## src/rtl/systolic_feed_ctrl_pkg.sv

```systemverilog
// Shared definitions for the systolic feed sequencer: FSM state encoding and datapath constants.
package systolic_feed_ctrl_pkg;

  localparam int unsigned ARRAY_N_DEF = 8;
  localparam int unsigned BRAM_DATA_W = 64;

  typedef enum logic [1:0] {
    FeedIdle  = 2'd0,
    FeedFetch = 2'd1,
    FeedDrain = 2'd2,
    FeedDone  = 2'd3
  } feed_state_e;

endpackage

```

## src/rtl/systolic_feed_ctrl.sv

```systemverilog
// Streams a block of BRAM words into the systolic skew unit, then flushes the skew pipeline with
// ARRAY_N-1 zero words and pulses done_o.
module systolic_feed_ctrl
  import systolic_feed_ctrl_pkg::*;
#(
  parameter int unsigned ADDR_W  = 10,
  parameter int unsigned LEN_W   = 11,
  parameter int unsigned ARRAY_N = ARRAY_N_DEF
) (
  input  logic              clk_i,
  input  logic              rst_ni,
  input  logic              start_i,
  input  logic [ADDR_W-1:0] base_addr_i,
  input  logic [LEN_W-1:0]  num_words_i,
  input  logic              stall_i,
  output logic              bram_en_o,
  output logic [ADDR_W-1:0] bram_addr_o,
  output logic              skew_en_o,
  output logic              zero_o,
  output logic              busy_o,
  output logic              done_o
);

  localparam int unsigned CNT_W = (ARRAY_N > 2) ? $clog2(ARRAY_N) : 1;

  feed_state_e       state_q;
  logic [ADDR_W-1:0] ptr_q;
  logic [LEN_W-1:0]  remaining_q;
  logic              pending_q;
  logic [CNT_W-1:0]  drain_q;

  logic issue;
  logic consume;

  // pending_q means a word sits in the BRAM output register waiting for the skew unit.
  always_comb begin
    issue   = 1'b0;
    consume = 1'b0;
    if (state_q == FeedFetch) begin
      issue   = !stall_i && (remaining_q != '0);
      consume = pending_q && !stall_i;
    end
  end

  always_comb begin
    bram_en_o   = issue;
    bram_addr_o = ptr_q;
    skew_en_o   = consume || ((state_q == FeedDrain) && !stall_i);
    zero_o      = (state_q == FeedDrain);
    busy_o      = (state_q != FeedIdle);
    done_o      = (state_q == FeedDone);
  end

  always_ff @(posedge clk_i or negedge rst_ni) begin
    if (!rst_ni) begin
      state_q     <= FeedIdle;
      ptr_q       <= '0;
      remaining_q <= '0;
      pending_q   <= 1'b0;
      drain_q     <= '0;
    end else begin
      unique case (state_q)
        FeedIdle: begin
          if (start_i) begin
            if (num_words_i != '0) begin
              ptr_q       <= base_addr_i;
              remaining_q <= num_words_i;
              state_q     <= FeedFetch;
            end else begin
              state_q <= FeedDone;
            end
          end
        end
        FeedFetch: begin
          if (issue) begin
            ptr_q       <= ptr_q + ADDR_W'(1);
            remaining_q <= remaining_q - LEN_W'(1);
            pending_q   <= 1'b1;
          end else if (consume) begin
            pending_q <= 1'b0;
          end
          // Last buffered word leaves with nothing left to fetch.
          if (consume && (remaining_q == '0)) begin
            state_q <= FeedDrain;
            drain_q <= CNT_W'(ARRAY_N - 1);
          end
        end
        FeedDrain: begin
          if (!stall_i) begin
            if (drain_q == CNT_W'(1)) begin
              state_q <= FeedDone;
            end else begin
              drain_q <= drain_q - CNT_W'(1);
            end
          end
        end
        FeedDone: begin
          state_q <= FeedIdle;
        end
        default: begin
          state_q <= FeedIdle;
        end
      endcase
    end
  end

endmodule

```

## config.mk

```make
export PLATFORM = sky130hd
export DESIGN_NAME = systolic_feed_ctrl
export DESIGN_NICKNAME = d
export VERILOG_FILES = /design/src/rtl/systolic_feed_ctrl_pkg.sv /design/src/rtl/systolic_feed_ctrl.sv
export SDC_FILE = /design/constraint.sdc
export NUM_CORES = 1
export LEC_CHECK = 0
export ABC_AREA = 1
export BUFFER_PORTS_ARGS = -buffer_cell sky130_fd_sc_hd__buf_2
export CAP_MARGIN = 25
export CELL_PAD_IN_SITES_DETAIL_PLACEMENT = 0
export CELL_PAD_IN_SITES_GLOBAL_PLACEMENT = 1
export CORE_MARGIN = 3
export CORE_UTILIZATION = 25
export DETAILED_ROUTE_END_ITERATION = 12
export PLACE_DENSITY = 0.63
export SYNTH_ARGS = -nofsm -noshare
export SYNTH_HDL_FRONTEND = slang
export SYNTH_SLANG_ARGS = --single-unit
```

## constraint.sdc

```tcl
create_clock -name clk_i -period 1.8 [get_ports clk_i]
set_input_delay 0 -clock clk_i [delete_from_list [all_inputs] [get_ports clk_i]]
set_output_delay 0 -clock clk_i [all_outputs]
set_load 0.03 [all_outputs]
```

==> qor.txt <==
clk sink count = 27
power density over cell area = 1830 mW/mm^2
Final HPWL DP = 4031 um
final period utilization = 92.61%
first-pass GRT wire length = 9439 um
R2R cell count = 7
die height = 96.63 um
register area = 675.6 sq um
TritonCTS clock tree = yes
hold slack = 12.91 ps
Final GP Congestion = 0.7969
hold depth = 3
core area = 0.007848 sq mm
initial antenna violation count = 0
CP Launch Type = flop
crit path DAT = 1670 ps
FFs w/ async S/R, synth = 100.0%
DP Area = 0.002369 sq mm
syn_nets = 341
cells after synthesis = 307
Ys Warns = 0
Post-route DRC = 0
P&R area growth vs syn = 21.21%
HP Start = base_addr_i[1]
RSZ-0062 raised after global routing = false
RR Endpoint = drain_q[0]
Final Cell Area = 0.002489 sq mm
Post-Route Setup TNS = 0 ps
status = finished clean
Routed WL = 5618 um
maxcap violations = 0
worst r2r src = state_q[0]
vias per cell = 4.424
Num CTS Buffers = 3
Final Hold Viols = 0
# rows = 32
worst-case clock buffer depth = 2
Layout Cells excl Fill = 455
starting density of the core = 26.16%
first-pass iteration count of the detailed router = 4
Synth top area share = 32.91%
Mean Syn Cell Area = 6.688 sq um
pin count of the biggest net entering global routing = 28
io pins = 40
Ant. Diodes = 0
vias in the first global route = 1961
Crit path required time = 1800 ps
Setup CP Type = flop to output pin
Synth area leaders = dfrtp_1 33%, nand2_1 23%, inv_1 6.2%, nand3_1 5.6%, ha_1 5.5%
nature of the critical path endpoint = output pin
Worst Skew = 11.54 ps
Die ar. = 0.009336 sq mm
Post-synth top cells = 127 x nand2_1, 34 x inv_1, 27 x dfrtp_1, 23 x nand3_1, 18 x nor2_1
remaining antenna violation count after routing = 0
minimum clock period = 1667 ps
Worst-path clk slew = 110 ps
input/output buffers = 39
Cell variety after synth = 30
Clock Tree Root = clkbuf_8
worst setup margin = 133.0 ps
reg-to-reg setup timing slack = 150 ps
clock latency at the later pin of the worst-skew pair = 290 ps
Tot GR Track Use = 11.90%
synthesized cell area = 0.002053 sq mm
Hold EP = bram_addr_o[1]
#FFs+latches synth = 27
CP max FO = 8
Avg WL per Cell = 12.35 um
Multi-input gate area = 0.001205 sq mm
top_reg_cell synth = dfrtp_1
Final setup viols = 0
initial DRC count = 64
Post-synth EDFFs = 0
# fillers = 898
Die W = 96.63 um
LEAKAGE = 1.384 nW
Slew @ Worst Pin = 638.6 ps
most common cell in the synthesized netlist = nand2_1
worst min path class = input pin to flop
Post-Place Worst Slack = 68.51 ps
Worst VDD drop = 0.7570 mV
nets = 388
sequential share of the synthesized area = 32.91%
H-Tree Depth = 1
routed vias = 2013
Remaining Overflow, GRT = 0
share of post-route cells with drive strength above 1 = 22.10%
Inst Count DP = 445
Max-Slew Margin vs Limit = 57.42%
Fmax = 0.5999 GHz
Slew Viols, Final = 0
Yosys top cell by area = dfrtp_1
[through the flow]
step | util [%] | power (mW)
floorplan | - | 3.359
global placement | 30.18 | 4.029
detailed placement | 30.18 | 4.047
CTS | 30.90 | 4.429
global route | 31.71 | 5.061
finish | 31.71 | 4.554
[power by group]
| group | internal (mW) | switching (mW) | leakage, nW | total (mW) |
|---|---|---|---|---|
| clock | 0.156 | 0.218 | 0.0255 | 0.374 |
| sequential | 0.911 | 0.364 | 0.333 | 1.27 |
| combinational | 1.05 | 1.85 | 1.03 | 2.90 |
| total | 2.12 | 2.44 | 1.38 | 4.55 |
[repair_timing]
item / 4_1_cts / 5_1_grt
resized for setup: 0 / 5
hold buffers: 1 / 0
setup buffers: 0 / 4
endpoints found under the hold margin: 27 / 0
endpoints found under the setup margin: 0 / 27
[worst max path at each step]
stage	to	from	cells past startpoint	slack (ps)
final	skew_en_o	state_q[0]	5	130
after global routing	remaining_q[4]	state_q[0]	8	4
after CTS	remaining_q[10]	remaining_q[0]	11	40
after detailed placement	remaining_q[9]	remaining_q[0]	11	70
after global placement	remaining_q[10]	remaining_q[0]	11	110
after floorplan	drain_q[0]	state_q[0]	7	180
[cell usage in the layout (no fill, tap or decap), types with 2 or more instances in the layout]
master / netlist / final
inv_1: 34 / 33
o21bai_1: 4 / 4
o21ai_1: 2 / 2
ha_1: 9 / 7
mux2i_1: 4 / 4
nor2_2: 2 / 3
o21ai_0: 12 / 12
nand2_1: 127 / 126
nand2_2: 13 / 14
buf_4: 1 / 7
buf_2: 1 / 39
nand2_4: 1 / 2
ha_2: 0 / 2
nand3_1: 23 / 23
xor2_1: 2 / 2
clkbuf_8: 0 / 3
dfrtp_1: 27 / 27
buf_12: 0 / 2
nor2_1: 18 / 17
nand4_1: 10 / 10
[final cells by class]
| class | count | area share [%] |
|---|---|---|
| Sequential cell | 27 | 27.15 |
| Tap cell | 102 | 5.128 |
| Clock buffer | 3 | 1.659 |
| Multi-Input combinational cell | 238 | 48.42 |
| Clock inverter | 1 | 0.2011 |
| Timing Repair Buffer | 49 | 11.97 |
| Inverter | 35 | 5.480 |
[registers in the layout, summed over array words and instances (netlist names)]
register and count:
bram_addr_o 10, remaining_q 11, pending_q 1, state_q 2, drain_q 3
[routing by layer]
metal	global-route usage (%)	vias to the layer above	wire length (um)	share of wire, %
li1	-	1059	-	-
met1	17.07	906	3001	53
met4	2.376	0	44	0.78
met3	2.235	5	262	4.7
met5	0	-	0	0
met2	18.68	43	2310	41
[cell families after synthesis]
| logic type | synth area share (%) |
|---|---|
| AOI/OAI and AO/OA | 6.277 |
| xor gates and xnor gates | 1.280 |
| buffers and inverters | 9.445 |
| DFF | 32.91 |
| adders and majority gates | 5.485 |
| and+or+nand+nor | 42.66 |
| muxes | 1.950 |
[worst max-delay path: stages, from the launching register on]
cell and delay, ps:
dfrtp_1 430, inv_1 120, ha_1 320, inv_1 100, o22ai_1 190, buf_2 230
(Power assumes the default switching activity.)
